==> config.mk <==
export PLATFORM = sky130hd
export DESIGN_NAME = tmds_serializer_multi
export DESIGN_NICKNAME = d
export VERILOG_FILES = /design/src/rtl/tmds_serializer_multi.sv
export SDC_FILE = /design/constraint.sdc
export NUM_CORES = 1
export LEC_CHECK = 0
export BUFFER_PORTS_ARGS = -buffer_cell sky130_fd_sc_hd__buf_4
export CORE_MARGIN = 2
export CORE_UTILIZATION = 57
export CTS_BUF_LIST = sky130_fd_sc_hd__clkbuf_2 sky130_fd_sc_hd__clkbuf_4 sky130_fd_sc_hd__clkbuf_8
export DETAILED_ROUTE_END_ITERATION = 8
export PLACE_DENSITY = 0.78
export SKIP_LAST_GASP = 1
export SYNTH_ARGS = -nofsm -noshare
export SYNTH_HDL_FRONTEND = slang
export SYNTH_SLANG_ARGS = --single-unit
==> constraint.sdc <==
create_clock -name i_clk -period 4.9 [get_ports i_clk]
set_clock_uncertainty 0.05 [all_clocks]
set_input_delay 0.49 -clock i_clk [delete_from_list [all_inputs] [get_ports i_clk]]
set_output_delay 0.49 -clock i_clk [all_outputs]
set_load 0.01 [all_outputs]
==> src/rtl/tmds_serializer_multi.sv <==
// tmds_serializer_multi: FIFO-buffered lock-step N:1 serializer (i_data/i_valid/o_ready in; o_serial, o_word_start, o_underrun, o_active out)
module tmds_serializer_multi #(
  parameter int CHANNELS = 3,
  parameter int WORD_W = 10,
  parameter int FIFO_DEPTH = 2,
  parameter bit LSB_FIRST = 1'b1,
  parameter logic [WORD_W-1:0] IDLE_WORD = 10'b1101010100
) (
  input  logic                       i_clk,
  input  logic                       i_reset,
  input  logic [CHANNELS*WORD_W-1:0] i_data,
  input  logic                       i_valid,
  output logic                       o_ready,
  input  logic                       i_clr_underrun,
  output logic [CHANNELS-1:0]        o_serial,
  output logic                       o_word_start,
  output logic                       o_underrun,
  output logic                       o_active
);
  localparam int AW = $clog2(FIFO_DEPTH);
  localparam int CW = $clog2(WORD_W);
  localparam int DW = CHANNELS * WORD_W;
  logic [DW-1:0] mem [FIFO_DEPTH];
  logic [AW:0] wr_ptr, rd_ptr;
  logic [CW-1:0] bit_cnt;
  logic [WORD_W-2:0] sr [CHANNELS];
  logic [WORD_W-1:0] nw [CHANNELS];
  logic [DW-1:0] head;
  logic full, empty, load, push, pop;
  assign empty = wr_ptr == rd_ptr;
  assign full = (wr_ptr[AW] != rd_ptr[AW]) && (wr_ptr[AW-1:0] == rd_ptr[AW-1:0]);
  assign o_ready = !full;
  assign load = bit_cnt == CW'(WORD_W - 1);
  assign push = i_valid && !full;
  assign pop = load && !empty;
  assign head = mem[rd_ptr[AW-1:0]];
  always_comb begin
    nw = '{default: '0};
    for (int c = 0; c < CHANNELS; c++)
      for (int b = 0; b < WORD_W; b++)
        nw[c][b] = empty ? IDLE_WORD[LSB_FIRST ? b : WORD_W-1-b]
                         : head[c*WORD_W + (LSB_FIRST ? b : WORD_W-1-b)];
  end
  always_ff @(posedge i_clk)
    if (push) mem[wr_ptr[AW-1:0]] <= i_data;
  always_ff @(posedge i_clk or posedge i_reset) begin
    if (i_reset) begin
      wr_ptr <= '0;
      rd_ptr <= '0;
      bit_cnt <= CW'(WORD_W - 1);
      sr <= '{default: '0};
      o_serial <= '0;
      o_word_start <= 1'b0;
      o_underrun <= 1'b0;
      o_active <= 1'b0;
    end else begin
      if (push) wr_ptr <= wr_ptr + (AW+1)'(1);
      if (pop) rd_ptr <= rd_ptr + (AW+1)'(1);
      if (pop) o_active <= 1'b1;
      bit_cnt <= load ? '0 : bit_cnt + CW'(1);
      o_word_start <= load;
      o_underrun <= (load && empty && o_active) || (o_underrun && !i_clr_underrun);
      for (int c = 0; c < CHANNELS; c++) begin
        o_serial[c] <= load ? nw[c][0] : sr[c][0];
        sr[c] <= load ? nw[c][WORD_W-1:1] : sr[c] >> 1;
      end
    end
  end
endmodule

==> impl_metrics.ini <==
[global_routing]
antenna_found_initial = 0
grt_pass1_wl_um = 9330
globalRouteTotalUtil_pct = 16.8
grt_max_degree = 42
grt_pass1_vias = 2020
gr-total-overflow = 0

[worst_setup_path]
slowest_delay_ns = 1.01
critical_path_class = reg2reg
crit_path_max_fanout = 33
slowest_stage = dfrtp_2
cp_num_buf_inv = 1
cp_cell_sequence = xor2_2 -> o21ai_0 -> nor2_2 -> buf_4
crit_cells = 4
cp-start-kind = register
worstPathRequired_ns = 4.88
cp_data_arrival_time_ns = 2.83
cpLargestDelayFamily = flip-flops
endpoint_kind = register
rr_worst_depth = 4

[routing]
vias_per_cell = 5.45
dr_wl_met2_um = 2880
ant_nets = 0
via_count = 1945
dr.pass1.iters = 4
drcViolationCount = 0
wl_met1_um = 2410
dr.max_layer_used = met4
wl_per_cell_um = 15.6
wl_met3_um = 217
wl_um = 5580
dr.first_iter.drc_count = 64

[die]
rows = 29
ios = 41
fp.dieW_um = 86.2
coreArea_sq_mm = 0.00646
start_util_pct = 59.6
design.die.area_sq_mm = 0.00743
die_h_um = 86.2

[pwr]
intPower_mw = 1.80
p_comb_share_pct = 28.8
p_total_mw = 2.59
clkPwrFrac_pct = 22.2
leakage_nw = 1.82
p_sw_share_pct = 30.2
power_per_cell_area_mw_per_mm2 = 586
seqPwrFrac_pct = 49.0
vdd_ir_drop_max_mv = 0.302
p_sw_uw = 781

[finish]
nNetsFinal = 309
fin_util_pct = 68.3
drive_above_1_share_pct = 26.8
diodes = 0
fillers = 433
multiInputGateArea_sq_um = 911
syn_to_final_growth_pct = 14.6
regArea_sq_mm = 0.00283

[synthesis]
ys_seq_elements = 101
ys_async_sr_fraction_pct = 40.6
syn_avg_cell_area_sq_um = 16.5
synth-edff-count = 60
syn_inst = 234
synth_nets = 268
synth_xor_area_share_pct = 2.21
yosysTopAreaCell = edfxtp_1
synth_compound_area_share_pct = 9.07
synthFlopType = edfxtp_1
yosysMostFrequentCell = edfxtp_1
ys_top_cells_by_area = edfxtp_1 47%, dfrtp_1 25%, mux2i_1 8.1%
synth_adder_area_share_pct = 0
ys_top_cells_by_count = 60 x edfxtp_1, 39 x dfrtp_1, 31 x mux2i_1
synth_area_sq_mm = 0.00385
synth_top_area_share_pct = 46.8
synth_mux_area_share_pct = 8.35
yosys.area_share.simple_pct = 3.96
synth_cell_types = 27
yosysSeqAreaShare_pct = 73.5
yosys_warnings = 0
synth_top_family_by_area = compound AO/OA/AOI/OAI gates

[timing]
fmax_mhz = 351
setup_tns_ns = 0
hold_violations = 0
finalSetupViolCount = 0
rsz0062_at_grt = false
min_period_ns = 2.85
fin_crit_sh_pct = 58.2
hold_ws_ns = 0.210
slew_headroom_pct = 21.7
final_max_slew_viol_count = 0
tightest_slew_ns = 1.17

[clocking]
cts-buffers-inserted = 9
root_buffer = clkbuf_8
insertion_delay_ns = 0.34
clock_sinks = 101
cts_tree = built
htree_levels = 3
clockBufferDepth = 2
cts_hold_buf = 0
clk_pin_slew_ns = 0.09
post_cts_resized = 0
cts_setup_buffers = 0

[hold_path]
hold_class = in2async

[status]
status = finished, final reports clean

[run]
max-cap-violations = 0

[placement]
io_buffers = 40
dp_hpwl_um = 3460
gp_congestion = 0.772
==> cell type report <==
| cell class | count | share of cell area (%) |
|---|---|---|
| tap | 77 | 2.18 |
| clock inverter | 4 | 1.59 |
| inverter | 6 | 0.510 |
| clock buffer | 12 | 3.60 |
| timing repair buffer | 43 | 7.32 |
| multi-input combinational | 114 | 20.6 |
| sequential | 101 | 64.2 |
==> path summary, 6_finish.rpt <==
check                           start  slack (ns)           to
setup reg to reg            rd_ptr[0]        2.05   mem[0][12]
max in group asynchronous     i_reset        4.21    rd_ptr[0]
min in group i_clk         i_data[28]        0.27   mem[0][28]
hold / removal                i_reset        0.21   bit_cnt[2]
hold reg to reg                 sr[9]        0.40  o_serial[1]
setup / recovery            rd_ptr[0]        2.05   mem[0][12]
==> state kept, by name (all words and copies together), names as in the netlist <==
name and flops:
o_serial 3, wr_ptr 2, o_word_start 1, bit_cnt 4, o_active 1, sr 27
mem 60, o_underrun 1, rd_ptr 2
==> logic make-up (layout without fill, tap and decap cells) <==
| group | Yosys count | in the layout |
|---|---|---|
| buffers and inverters | 19 | 65 |
| muxes | 32 | 32 |
| and+or+nand+nor | 36 | 36 |
| xor gates and xnor gates | 8 | 8 |
| AOI/OAI and AO/OA | 38 | 38 |
| DFF | 101 | 101 |
==> power groups by stage <==
stage	registers, mW	clock network [mW]	logic (mW)
after floorplan	1.22	0	0.682
after global placement	1.28	0	0.729
after detailed placement	1.29	0	0.753
after CTS	1.27	0.584	0.759
after global routing	1.29	0.619	0.821
final	1.27	0.573	0.744
==> tightest hold or removal path, delay by kind of cell <==
family | cells | cell delay [ns]
buffers and inverters | 3 | 0.57
==> per-stage QoR <==
| step | setup slack [ns] | cells | instance area, sq um |
|---|---|---|---|
| floorplan | 2.25 | 234 | 3850 |
| global placement | 2.11 | 341 | 4180 |
| detailed placement | 2.02 | 341 | 4180 |
| CTS | 1.97 | 357 | 4410 |
| global route | 1.78 | 357 | 4410 |
| finish | 2.05 | 357 | 4410 |
==> cells in the final DEF (no fill, tap or decap), drive strengths merged <==
cell	netlist	final
edfxtp	60	60
buf	10	43
dfrtp	39	39
mux2i	31	31
nand2	18	18
o31ai	15	15
nor2	14	14
clkbuf	3	12
a31oi	12	12
xnor2	6	6
inv	6	6
a21oi	4	4
o21ai	3	3
xor2	2	2
nand2b	2	2
o211ai	2	2
dfstp	2	2
bufinv	0	2
clkinv	0	2
nand4bb	1	1
or2	1	1
mux2	1	1
a22o	1	1
o22ai	1	1
==> metal layers <==
metal  GRT usage, %  vias up
met3           3.71        8
met5              0        -
met2           27.8       38
met1           22.0      965
li1               -      934
met4           6.82        0
Note: power is estimated with default switching activity, not from simulation.
